### src/rtl/lcd_ctrl.sv
// lcd_ctrl -- HD44780-compatible character-LCD bus controller.
// Runs the power-on init sequence, then writes two 16-character lines,
// fetching each character from an external source via a one-cycle strobe.
// Optional feature: define LCD_REFRESH_EN to keep rewriting both lines
// forever instead of stopping in DONE after the first pass.
module lcd_ctrl #(
    parameter int CLK_DIV    = 4,
    parameter int INIT_WAIT  = 70,
    parameter int CLEAR_WAIT = 20
) (
    input  logic       CLK,
    input  logic       RESETN,
    input  logic [7:0] CHAR_DATA,
    output logic       CHAR_REQ,
    output logic       LCD_E,
    output logic       LCD_RS,
    output logic       LCD_RW,
    output logic [7:0] LCD_DATA,
    output logic       LINE,
    output logic [3:0] COL,
    output logic       BUSY
);

    localparam int CNT_W    = (CLK_DIV > 1) ? $clog2(CLK_DIV) : 1;
    localparam int WAIT_MAX = (INIT_WAIT > CLEAR_WAIT) ? INIT_WAIT : CLEAR_WAIT;
    localparam int WAIT_W   = $clog2(WAIT_MAX + 1);

    typedef enum logic [3:0] {
        S_WAIT_PWR,
        S_FUNC_SET,
        S_DISP_ON,
        S_ENTRY,
        S_CLEAR,
        S_WAIT_CLR,
        S_L1_ADDR,
        S_L1_DATA,
        S_L2_ADDR,
        S_L2_DATA,
        S_DONE
    } state_t;

    // Every bus write walks setup (E low), strobe (E high), hold (E low).
    typedef enum logic [1:0] {
        PH_SETUP,
        PH_STROBE,
        PH_HOLD
    } phase_t;

    logic [CNT_W-1:0]  r_tickCnt;
    logic [WAIT_W-1:0] r_waitCnt;
    state_t            r_state;
    phase_t            r_phase;
    logic              r_e;
    logic              r_rs;
    logic [7:0]        r_data;
    logic              r_charReq;
    logic              r_line;
    logic [3:0]        r_col;
    logic              r_busy;
    logic              w_tick;
    logic              w_isData;
    logic              w_capture;

    assign w_tick    = (r_tickCnt == CNT_W'(CLK_DIV - 1));
    assign w_isData  = (r_state == S_L1_DATA) || (r_state == S_L2_DATA);
    // Character arrives a few cycles after the request; latch it on the
    // last clock of the setup phase so it is on the bus when E rises.
    assign w_capture = w_isData && (r_phase == PH_SETUP) &&
                       (r_tickCnt == CNT_W'(CLK_DIV - 2));

    // Free-running divider producing one LCD tick every CLK_DIV clocks.
    always_ff @(posedge CLK or posedge RESETN) begin
        if (RESETN) begin
            r_tickCnt <= '0;
        end else if (w_tick) begin
            r_tickCnt <= '0;
        end else begin
            r_tickCnt <= r_tickCnt + 1'b1;
        end
    end

    // Sequencer: init waits and commands, then line address and data writes.
    always_ff @(posedge CLK or posedge RESETN) begin
        if (RESETN) begin
            r_state   <= S_WAIT_PWR;
            r_phase   <= PH_SETUP;
            r_waitCnt <= '0;
            r_e       <= 1'b0;
            r_rs      <= 1'b0;
            r_data    <= 8'h00;
            r_charReq <= 1'b0;
            r_line    <= 1'b0;
            r_col     <= 4'd0;
            r_busy    <= 1'b1;
        end else begin
            r_charReq <= 1'b0;
            if (w_capture) begin
                r_data <= CHAR_DATA;
            end
            if (w_tick) begin
                case (r_state)
                    S_WAIT_PWR: begin
                        if (r_waitCnt == WAIT_W'(INIT_WAIT - 1)) begin
                            r_waitCnt <= '0;
                            r_state   <= S_FUNC_SET;
                            r_phase   <= PH_SETUP;
                            r_rs      <= 1'b0;
                            r_data    <= 8'h38;
                        end else begin
                            r_waitCnt <= r_waitCnt + 1'b1;
                        end
                    end
                    S_WAIT_CLR: begin
                        if (r_waitCnt == WAIT_W'(CLEAR_WAIT - 1)) begin
                            r_waitCnt <= '0;
                            r_state   <= S_L1_ADDR;
                            r_phase   <= PH_SETUP;
                            r_rs      <= 1'b0;
                            r_data    <= 8'h80;
                        end else begin
                            r_waitCnt <= r_waitCnt + 1'b1;
                        end
                    end
                    S_DONE: begin
                        r_busy <= 1'b0;
                    end
                    default: begin
                        case (r_phase)
                            PH_SETUP: begin
                                r_e     <= 1'b1;
                                r_phase <= PH_STROBE;
                            end
                            PH_STROBE: begin
                                r_e     <= 1'b0;
                                r_phase <= PH_HOLD;
                            end
                            default: begin
                                r_phase <= PH_SETUP;
                                case (r_state)
                                    S_FUNC_SET: begin
                                        r_state <= S_DISP_ON;
                                        r_data  <= 8'h0C;
                                    end
                                    S_DISP_ON: begin
                                        r_state <= S_ENTRY;
                                        r_data  <= 8'h06;
                                    end
                                    S_ENTRY: begin
                                        r_state <= S_CLEAR;
                                        r_data  <= 8'h01;
                                    end
                                    S_CLEAR: begin
                                        r_state   <= S_WAIT_CLR;
                                        r_waitCnt <= '0;
                                    end
                                    S_L1_ADDR: begin
                                        r_state   <= S_L1_DATA;
                                        r_rs      <= 1'b1;
                                        r_charReq <= 1'b1;
                                    end
                                    S_L1_DATA: begin
                                        if (r_col == 4'd15) begin
                                            r_col   <= 4'd0;
                                            r_state <= S_L2_ADDR;
                                            r_rs    <= 1'b0;
                                            r_data  <= 8'hC0;
                                            r_line  <= 1'b1;
                                        end else begin
                                            r_col     <= r_col + 4'd1;
                                            r_charReq <= 1'b1;
                                        end
                                    end
                                    S_L2_ADDR: begin
                                        r_state   <= S_L2_DATA;
                                        r_rs      <= 1'b1;
                                        r_charReq <= 1'b1;
                                    end
                                    S_L2_DATA: begin
                                        if (r_col == 4'd15) begin
                                            r_col <= 4'd0;
`ifdef LCD_REFRESH_EN
                                            r_state <= S_L1_ADDR;
                                            r_rs    <= 1'b0;
                                            r_data  <= 8'h80;
                                            r_line  <= 1'b0;
`else
                                            r_state <= S_DONE;
                                            r_busy  <= 1'b0;
`endif
                                        end else begin
                                            r_col     <= r_col + 4'd1;
                                            r_charReq <= 1'b1;
                                        end
                                    end
                                    default: begin
                                        r_state <= S_WAIT_PWR;
                                    end
                                endcase
                            end
                        endcase
                    end
                endcase
            end
        end
    end

    assign CHAR_REQ = r_charReq;
    assign LCD_E    = r_e;
    assign LCD_RS   = r_rs;
    assign LCD_RW   = 1'b0;
    assign LCD_DATA = r_data;
    assign LINE     = r_line;
    assign COL      = r_col;
    assign BUSY     = r_busy;

endmodule

### config.mk
export PLATFORM = sky130hd
export DESIGN_NAME = lcd_ctrl
export DESIGN_NICKNAME = d
export VERILOG_FILES = /design/src/rtl/lcd_ctrl.sv
export SDC_FILE = /design/constraint.sdc
export NUM_CORES = 1
export LEC_CHECK = 0
export BUFFER_PORTS_ARGS = -buffer_cell sky130_fd_sc_hd__buf_2
export CAP_MARGIN = 20
export CORE_ASPECT_RATIO = 0.9
export CORE_MARGIN = 2
export CORE_UTILIZATION = 30
export DETAILED_ROUTE_END_ITERATION = 7
export PLACE_DENSITY = 0.56
export SYNTH_ARGS = -nofsm -noshare
export SYNTH_HDL_FRONTEND = slang
export SYNTH_SLANG_ARGS = --single-unit
### constraint.sdc
create_clock -name CLK -period 1.8 [get_ports CLK]
set_input_delay 0.36 -clock CLK [delete_from_list [all_inputs] [get_ports CLK]]
set_output_delay 0.36 -clock CLK [all_outputs]
set_load 0.005 [all_outputs]
======== After elaboration in Yosys (flattened, before gate mapping) ========
Cells that the tools add are included.
operators by class
  $add $sub $neg .......................... 3
  equality and inequality tests ........... 22
  mux-type cells .......................... 41
  bitwise gates (word level) .............. 4
  reductions and logical operators ........ 23
operators with widths
  cell                 number
  $mux 8               6
  $pmux 4 s8           1
  $pmux 8 s4           1
  $mux 7               4
  $mux 4               6
  $pmux 8 s3           1
  $pmux 7 s3           1
  $eq 4x3->1 const B   4
  $eq 4x4->1 const B   4
  $reduce_and 7->1     2
  $pmux 4 s3           1
  $reduce_and 4->1     3
  $mux 1               10
  $reduce_and 5->1     2
  $eq 4x2->1 const B   2
  $ne 4x1->1 const B   2
  $pmux 1 s2           4
  $reduce_or 2->1      4
  $add 7x1->7 const B  1
  $eq 7x5->1 const B   1
  $eq 7x7->1 const B   1
  $mux 2               3
  $pmux 2 s3           1
  $reduce_bool 2->1    3
  19 further kinds     25
storage, ports and cells
  register bits ........................... 32
  input port bits ......................... 10
  output and inout port bits .............. 18
  logic and storage cells ................. 104

======== Logic depth before layout (Yosys ltp) ========
Gate-level depths: netlist of the first run.
  depth after elaboration ................. 10
  depth in mapped cells ................... 8
  gate-level depth less buffers ........... 7

======== Worst setup path before layout of the first run ========
No wires, ideal clock.
  path kind ............................... flip-flop to flip-flop
  start point ............................. register r_tickCnt[0]
  end point ............................... register r_waitCnt[6]
  library setup time ...................... 0.076 ns
  arrival ................................. 1.770 ns
  required time ........................... 1.724 ns
  slack ................................... -0.046 ns
  cell stages (with the launch flop) ...... 8
  path buffers ............................ 1
  period minus slack after synthesis ...... 1.846 ns
  cells stage by stage .................... dfrtp_1 ha_1 buf_4 and2b_1 nand2_1 or3_1 or4_1 o21ai_1
on the way
  longest elaborated chain between the ends .. 2
RTL lines
  element                            line  source
  from (decl)                        49    logic [CNT_W-1:0] r_tickCnt;
  from (signal assigned)             78    r_tickCnt <= r_tickCnt + 1'b1;
  $eq 2x2->1                         64    assign w_tick = (r_tickCnt == CNT_W'(CLK_DIV - 1));
  $reduce_and 4->1 (no source line)  --
  to (signal assigned)               110   r_waitCnt <= r_waitCnt + 1'b1;
  to (signal assigned)               121   r_waitCnt <= r_waitCnt + 1'b1;
  to (decl)                          50    logic [WAIT_W-1:0] r_waitCnt;
Every way passes these cells.
A chain may end at the register's enable or synchronous reset.

======== Worst setup path after layout of the first run ========
  start point ............................. register r_waitCnt[0]
  end point ............................... register r_state[2]
on the way
  longest elaborated chain between the ends .. 3
  elaborated cells on any way between the ends .. 5
  classes of those cells .................. eq/ne (4); reduce/logical (1)
RTL lines
  element                                          line      source
  $eq 7x5->1 / $eq 7x7->1 (equally long branches)  114, 103
  $ne 2x2->1 (no source line)                      --
  $reduce_and 7->1 (no source line) *              --
  to (signal assigned)                             105       r_state <= S_FUNC_SET;
  to (signal assigned)                             116       r_state <= S_L1_ADDR;
  to (signal assigned)                             141       r_state <= S_DISP_ON;
  to (decl)                                        51        state_t r_state;
Mark *: on every way between the ends. The rest lies on a longest branch, timed or not.

==> run metrics, run 1 <==
Yosys top cell by area dfrtp_1; Synth top area share 0.382; Synth Instances 219; # diodes 0; DP Cell Count 369; # DRC 0; RSZ-0062 raised after global routing yes; Layout Nets around 300; Power Total between 1 and 1.5 mW; Reg power frac 0.544; status finished with violations; Synth top cells by count dfrtp_1, nand2_1, o21ai_0, nor2_1, inv_1; Peak VDD IR ~0.24 mV; Post-synth ARST share 1.00; share of cells above drive strength 1 0.428; Avg Vias per Cell about 5.0; Total Die Area between 7000 and 8000 µm²; post-DP HPWL approximately 4000 µm; WS Path Type flop to flop; Area Overhead vs Synth 40.8%; effective utilization at floorplan 0.310; final hold violations 0; pwr/cell area approximately 460 nW/µm²; Setup crit start kind flop; Achievable Freq between 500 and 600 MHz; Post-Route WL 5370 µm; vias roughly 1900; global-route wire length before repair 9050 µm; count of different cell masters after synthesis slightly above 60; syn_area_per_cell slightly above 9 µm²; vias in the first global route between 1500 and 2000; MaxCap Viol Count 0; Clock transition at path regs 0.07 ns; clk root buf clkbuf_8; Core Util, Final 0.436; number of routed nets with antenna violations 0; Core ar. between 6000 and 7000 µm²; htree depth 2; Yosys Warn Count 0; min setup slack post-route -0.0975 ns; largest net degree at the start of global routing 33; Worst Skew approximately 0.0071 ns; min-delay worst type input port to async pin; sw frac 0.213; final setup fails 12; Netlist Area Pre-Place 2030 µm²; reg2reg end r_state[2]; top post-synthesis cells by area dfrtp_1, o21ai_0, nand2_1; number of CTS-inserted buffers 5; count leader, synth dfrtp_1; Wirelength per Cell ~14 µm; Clock Power Share 0.433; initial antenna violation count 0; min Tclk post-route 1.90 ns; Port Buf Inserts 26; CTS tree done; Comb pwr share 0.023; failing checks setup timing; Top FF cell, synth dfrtp_1; Lkg Pwr ~1.3 nW; syn_nets 234; Worst R2R Start r_waitCnt[0]; CTS Sinks 32; period utilisation layout 1.05; I/O pin count 28; Pint between 1 and 1.5 mW; gr usage total 0.155; Worst-Skew Late Latency around 0.28 ns; number of hold buffers added after CTS 0; die width 90.7 µm; final cell count without fillers 380; 1st-pass router iterations 4; Slew Limit Fails 0; FF+latch count, synth 32; r2r worst-path depth 8; Max FO, Critical Path 8; Die Ht between 80 and 90 µm; R2R Setup Slk -0.1 ns; site row count 28; CP Capture Type flop; CP Data Required Time around 2 ns; initial DRC count 85; CTS max path bufs 2; sw power 0.282 mW; Critical Path AT between 2 and 2.5 ns; EDFF count, synth 0; gr ovfl total 0; Final GP Congestion ~0.81; sequential area share after synthesis 0.395
==> worst max-delay path, stage by stage, from the launching register on <==
cell	delay (ns)
dfrtp_1	0.42
buf_4	0.15
ha_4	0.11
nand4b_1	0.13
o31ai_2	0.23
buf_4	0.19
nand4b_4	0.19
buf_6	0.18
o22a_1	0.18
==> worst max-delay path by stage <==
stage                      start    endpoint  cells after the start
finish              r_waitCnt[0]  r_state[2]                      8
global route        r_waitCnt[0]  r_state[3]                      8
CTS                 r_waitCnt[1]  r_state[2]                      8
detailed placement  r_waitCnt[0]  r_state[3]                      7
global placement    r_waitCnt[0]  r_state[3]                      6
floorplan           r_waitCnt[0]  r_phase[0]                      6
==> metrics by stage <==
step           worst slack, ns  area, µm²  hold WS [ns]  TNS [ns]
2_1_floorplan         0.000139       2040         0.431         0
3_3_place_gp            -0.234       2580         0.450     -1.00
3_5_place_dp            -0.269       2580         0.453     -1.30
4_1_cts                -0.0649       2760         0.175    -0.434
5_1_grt                 -0.240       2860         0.187     -2.75
6_report               -0.0975       2860         0.155    -0.518
==> state kept, by name (all words and copies together) (netlist names) <==
name,flops
LCD_RS,1
BUSY,1
LCD_E,1
LCD_DATA,8
CHAR_REQ,1
COL,4
r_tickCnt,2
LINE,1
r_phase,2
r_waitCnt,7
r_state,4
==> power by group through the flow <==
stage	registers [mW]	logic, mW	clock network [mW]
finish	0.721	0.0303	0.574
global route	0.720	0.0361	0.630
CTS	0.720	0.0326	0.599
detailed placement	0.734	0.0326	0
global placement	0.734	0.0321	0
floorplan	0.734	0.0151	0
==> routing by layer <==
| layer | part of all wire | global-route usage | wire length [µm] | up-vias |
|---|---|---|---|---|
| li1 | - | - | - | 959 |
| met1 | 0.51 | 0.218 | 2750 | 920 |
| met2 | 0.44 | 0.234 | 2390 | 23 |
| met3 | 0.032 | 0.0339 | 173 | 4 |
| met4 | 0.011 | 0.0538 | 61 | 0 |
| met5 | 0 | 0 | 0 | - |
==> layout by cell type, fill, tap and decap left out, types with 3 or more instances in the layout <==
master    netlist  routed
o21ai_0        17      11
nand2_2         1       3
clkbuf_8        0       6
nor2_1         11       9
inv_1           9       8
o211ai_1        3       3
o31ai_2         2       5
o21ai_1         1       5
dfrtp_1        31      28
a21oi_1         7       7
buf_2           3      26
buf_6           0       3
buf_4           2      46
nand2_1        20      18
nand2b_1        5       5
nand3_1         6       6
a22o_1          5       5
nor2b_1         6       6
dfrtp_2         0       3
nor3_1          5       5
o22ai_1         3       3
and3_1          6       6
mux2i_1         7       7
==> logic make-up after synthesis <==
family          Yosys count  share of synthesized area
xor+xnor                  2                    0.00863
flops                    32                      0.395
simple gates             82                      0.239
other cells               1                    0.00185
compound gates           66                      0.232
mux                       9                     0.0456
fa+ha+maj                 5                     0.0308
buf+inv                  22                     0.0462
==> repair_timing <==
action                                  CTS  global route
endpoints found under the setup margin   22            26
setup buffers                             1             2
pin swaps                                10             7
resized for setup                        20            21
==> area by class of cell <==
cell class                 instances  area, µm²
clock buffer                       8       90.1
fill                             644       3690
inverter                           9       33.8
multi-input combinational        165       1290
sequential                        32        806
tap                               90        113
timing repair buffer              76        529
Note: power is estimated with default switching activity, not from simulation.
==> run 2, diff against run 1 <==
- CORE_ASPECT_RATIO: 0.9 -> 0.6
- PLACE_DENSITY: 0.56 -> 0.54
- clock period: 1.8 -> 1.9 ns (I/O delays scaled with it)
==> run 2 against run 1 <==
Against the previous run:
- utilization increased by 1.0 points
- critical endpoint is now LCD_DATA[3]
- the flow still finishes with violations (setup timing)
- wire length increased by 15%
- largest cell class unchanged
- critical path type unchanged
- sequential share of layout area decreased by 0.90 points
- die area increased by 0.28%
- setup slack improved by 0.033 ns
- flip-flop and latch count unchanged
- global-route usage increased by 1.1 points
==> run metrics, run 2 (same netlist as run 1, synthesis figures left out) <==
Routed met1 length 3380 µm (was 2750 µm); I/O pin count 28 (unchanged); Wirelength per Cell 16.3 µm (was 14.1 µm); pwr/cell area 557 nW/µm² (was 464 nW/µm²); Max stage delay on crit path 0.46 ns (was 0.42 ns); gr ovfl total 0 (unchanged); Worst-Skew Late Latency 0.28 ns (about the same); post-DP HPWL 4280 µm (was 3900 µm); Core Util, Final 0.447 (was 0.436); commonest non-fill, non-tap cells in the layout buf_4, dfrtp_1, buf_2, nand2_1, o21ai_0 (unchanged); Rel. slew slack 0.630; Post-DP Area 2530 µm² (was 2580 µm²); final hold violations 0 (unchanged); FF/Latch Area 807 µm² (was 806 µm²); gr usage total 0.166 (was 0.155); Setup crit start kind flop (unchanged); initial DRC count 143 (was 85); met3 routed WL 396 µm (was 173 µm); number of routed nets with antenna violations 0 (unchanged); most common cell after layout, fill and taps aside buf_4 (unchanged); Clock transition at path regs 0.06 ns (was 0.07 ns); htree depth 2 (unchanged); # diodes 0 (unchanged); Achievable Freq 509 MHz (was 527 MHz); vias 1970 (was 1906); area of the multi-input gates 1300 µm² (was 1290 µm²); effective utilization at floorplan 0.307 (was 0.310); cell family with most CP delay compound AO/OA/AOI/OAI gates (was buffers and inverters); failing checks setup timing (unchanged); Finished Cell Area 2960 µm² (was 2860 µm²); Worst Skew 0.00844 ns (was 0.00707 ns); Avg Vias per Cell 5.20 (was 5.02); CTS Sinks 32 (unchanged); Final GP Congestion 0.868 (was 0.810); Port Buf Inserts 26 (unchanged); Max FO, Critical Path 5 (was 8); Total Die Area 7460 µm² (was 7440 µm²); site row count 23 (was 28); vias in the first global route 1779 (was 1836); hold_ws 0.179 ns (was 0.155 ns); final cell count without fillers 379 (was 380); number of hold buffers added after CTS 0 (unchanged); # DRC 0 (unchanged); final setup fails 4 (was 12); Slew @ Worst Pin ~0.55 ns; CP most frequent cell buf_4 (unchanged); DP Cell Count 360 (was 369); Die Ht 67.7 µm (was 82.0 µm); MaxCap Viol Count 0 (unchanged); min setup slack post-route -0.0642 ns (was -0.0975 ns); worst path bufs/invs 2 (was 3); Slew Limit Fails 0 (unchanged); Peak VDD IR 0.299 mV (was 0.239 mV); die width 110 µm (was 90.7 µm); CP Data Required Time 2.04 ns (was 1.97 ns); status finished with violations (unchanged); CP Capture Type flop (unchanged); WS Path Type flop to flop (unchanged); initial antenna violation count 0 (unchanged); Max Used Layer met4 (unchanged); largest net degree at the start of global routing 33 (unchanged); CP max-delay cell a2111oi_1 (was dfrtp_1); Area Overhead vs Synth 45.7% (was 40.8%); period utilisation layout 1.03 (was 1.05); 1st-pass router iterations 4 (unchanged); WL met2 2390 µm (unchanged); share of cells above drive strength 1 0.442 (was 0.428); global-route wire length before repair 9290 µm (was 9050 µm); max FFs per register 8 (unchanged); min-delay worst type input port to async pin (unchanged); Lkg Pwr 1.33 nW (was 1.28 nW); CP cell instances buf_4 > buf_4 > nor2b_1 > nor2_1 > a2111oi_1 > o21a_1 > a32oi_1 (was buf_4 > ha_4 > nand4b_1 > o31ai_2 > buf_4 > nand4b_4 > buf_6 > o22a_1); Core ar. 6620 µm² (was 6550 µm²); Layout Nets 306 (was 304); Post-Route WL 6170 µm (was 5370 µm); min Tclk post-route 1.96 ns (was 1.90 ns); fillcell total 646 (was 644); CTS tree done (unchanged); Critical Path AT 2.10 ns (was 2.06 ns); CTS max path bufs 2 (unchanged); RSZ-0062 raised after global routing yes (unchanged); number of CTS-inserted buffers 5 (unchanged); clk root buf clkbuf_16 (was clkbuf_8)
run 2: worst reg2reg max path: cells and delay by family (launching register included):
family                 cells  cell delay [ns]
AO/OA/AOI/OAI              3             0.84
buffers and inverters      2             0.31
flip-flops                 1             0.45
AND/OR/NAND/NOR            2             0.23
run 2: power breakdown:
part,internal (mW),leakage (nW),switching [mW]
logic,0.0111,0.866,0.0191
registers,0.683,0.389,0.000612
clock network,0.616,0.0798,0.317
run 2: routing by layer:
layer / GRT usage / up-vias
met5: 0 / -
met4: 0.0375 / 0
met3: 0.0376 / 2
met2: 0.201 / 68
met1: 0.277 / 940
li1: - / 960
run 2: stage by stage:
step	setup TNS (ns)	power (mW)	setup slack (ns)
2_1_floorplan	0	0.710	0.0539
3_3_place_gp	-0.0929	0.726	-0.0407
3_5_place_dp	-0.362	0.727	-0.0798
4_1_cts	-0.0615	1.66	-0.0171
5_1_grt	-1.38	1.70	-0.180
6_report	-0.107	1.65	-0.0642
run 2: area by class of cell:
type,instances,area share
Tap cell,87,0.0368
Inverter,9,0.0114
Clock inverter,3,0.0144
Timing Repair Buffer,78,0.183
Clock buffer,5,0.0423
Sequential cell,32,0.273
Multi-Input combinational cell,165,0.439
run 2: what timing repair did:
item | 4_1_cts | 5_1_grt
buffers inserted | 1 | 10
setup endpoints to repair | 18 | 25
pin swaps | 0 | 13
resized for setup | 7 | 39
run 2: worst paths after layout:
path                               from      endpoint  slack (ns)  depth (start not counted)
setup / recovery             r_state[2]   LCD_DATA[3]       -0.06                          7
setup reg to reg             r_state[2]   LCD_DATA[3]       -0.06                          7
max in group asynchronous        RESETN          BUSY        1.37                          3
hold reg to reg                    BUSY          BUSY        0.46                          1
hold / removal                   RESETN  r_waitCnt[3]        0.18                          3
min in group CLK           CHAR_DATA[0]   LCD_DATA[0]        0.40                          3
==> run 3, diff against run 2 <==
- SKIP_LAST_GASP: unset -> 1
==> run 3 against run 2 <==
Against the previous run:
- first-iteration DRC count decreased by 13%
- design area decreased by 0.85%
- wire length increased by 0.70%
- critical path type unchanged
- fmax decreased by 1.1%
- the flow still finishes with violations (setup timing)
==> run metrics, run 3 (same netlist as run 1, synthesis figures left out) <==
period utilisation layout 1.05 (was 1.03); site row count 23 (unchanged); Core ar. 6620 µm² (unchanged); Port Buf Inserts 26 (unchanged); reg2reg end LCD_E (was LCD_DATA[3]); Wirelength per Cell 16.5 µm (was 16.3 µm); vias 1963 (was 1970); WS Path Type flop to flop (unchanged); global-route wire length before repair 9290 µm (unchanged); largest net degree at the start of global routing 33 (unchanged); # DRC 0 (unchanged); MaxCap Viol Count 0 (unchanged); FF/Latch Area 807 µm² (unchanged); # diodes 0 (unchanged); post-DP HPWL 4280 µm (unchanged); DP Cell Count 360 (unchanged); min setup slack post-route -0.0865 ns (was -0.0642 ns); CTS Sinks 32 (unchanged); Worst Skew 0.00739 ns (was 0.00844 ns); Worst-Skew Late Latency 0.28 ns (about the same); effective utilization at floorplan 0.307 (unchanged); Layout Nets 303 (was 306); RSZ-0062 raised after global routing yes (unchanged); initial antenna violation count 0 (unchanged); min Tclk post-route 1.99 ns (was 1.96 ns); 1st-pass router iterations 4 (unchanged); Lkg Pwr 1.33 nW (about the same); Final GP Congestion 0.868 (unchanged); most common cell after layout, fill and taps aside buf_4 (unchanged); share of cells above drive strength 1 0.433 (was 0.442); vias in the first global route 1779 (unchanged); Setup crit start kind flop (unchanged); final hold violations 0 (unchanged); r2r worst-path depth 9 (was 7); final setup fails 12 (was 4); number of routed nets with antenna violations 0 (unchanged); Slew Limit Fails 0 (unchanged); Area Overhead vs Synth 44.5% (was 45.7%); max FFs per register 8 (unchanged); CTS max path bufs 2 (unchanged); R2R Setup Slk -0.09 ns (was -0.06 ns); I/O pin count 28 (unchanged); number of hold buffers added after CTS 0 (unchanged); Slew @ Worst Pin 0.538 ns (was 0.554 ns); Power Total 1.65 mW (about the same); Achievable Freq 503 MHz (was 509 MHz); commonest non-fill, non-tap cells in the layout buf_4, dfrtp_1, buf_2, nand2_1, o21ai_0 (unchanged); gr usage total 0.166 (unchanged); Die Ht 67.7 µm (unchanged); failing checks setup timing (unchanged); Critical Path AT 2.15 ns (was 2.10 ns); number of CTS-inserted buffers 5 (unchanged); Rel. slew slack 0.641 (was 0.630); hold_ws 0.180 ns (was 0.179 ns); die width 110 µm (unchanged); Peak VDD IR 0.299 mV (about the same); pwr/cell area 561 nW/µm² (was 557 nW/µm²); Clock transition at path regs 0.06 ns (about the same); htree depth 2 (unchanged); CP Capture Type flop (unchanged); Place WS -0.0798 ns (unchanged); Total Die Area 7460 µm² (unchanged); Worst R2R Start r_waitCnt[0] (was r_state[2]); Worst setup startpoint r_waitCnt[0] (was r_state[2]); CTS tree done (unchanged); CP Data Required Time 2.06 ns (was 2.04 ns); gr ovfl total 0 (unchanged); final cell count without fillers 376 (was 379); fillcell total 651 (was 646); Post-Route WL 6210 µm (was 6170 µm); min-delay worst type input port to async pin (unchanged); Max FO, Critical Path 5 (unchanged); Avg Vias per Cell 5.22 (was 5.20); clk root buf clkbuf_16 (unchanged); initial DRC count 124 (was 143); status finished with violations (unchanged); area of the multi-input gates 1300 µm² (about the same)
## run 3: worst max path at each step
stage                     slack [ns]            to
after detailed placement       -0.08  r_waitCnt[0]
after global placement         -0.04    r_phase[0]
after CTS                      -0.06  r_waitCnt[6]
after global routing           -0.19   LCD_DATA[3]
after floorplan                 0.05  r_waitCnt[6]
final                          -0.09         LCD_E
## run 3: report_power, final
group          switching [mW]  internal (mW)  total (mW)
registers            0.000613          0.683       0.684
logic                  0.0192         0.0111      0.0304
clock network           0.316          0.616       0.932
## run 3: timing repair
| item | CTS | global route |
|---|---|---|
| endpoints found under the setup margin | 18 | 26 |
| resized for setup | 5 | 39 |
| pin swaps | 0 | 10 |
| buffers inserted | 1 | 7 |
## run 3: critical path, stage by stage (launching register included)
cell      delay (ns)
dfrtp_1         0.38
buf_6           0.12
ha_4            0.11
nand4b_1        0.18
o31ai_4         0.34
buf_12          0.15
nand2_2         0.06
buf_4           0.16
o31ai_2         0.28
nand2_2         0.07
## run 3: per-layer routing
metal  vias to the layer above  GRT usage  wire length (µm)
li1                        951          -                 -
met1                       951      0.277              3400
met2                        59      0.201              2430
met3                         2     0.0376               363
met4                         0     0.0375                23
met5                         -          0                 0
## run 3: stage by stage
stage	instance area (µm²)	setup TNS [ns]	utilization
after detailed placement	2530	-0.362	0.382
after global routing	2930	-2.11	0.443
after CTS	2720	-0.152	0.412
after global placement	2530	-0.0929	0.382
after floorplan	2030	0	-
final	2930	-0.378	0.443
## run 3: cell type report
cell class,instances,area share
multi-input combinational,165,0.442
sequential,32,0.275
timing repair buffer,75,0.177
clock buffer,5,0.0427
tap,87,0.0371
clock inverter,3,0.0145
inverter,9,0.0115
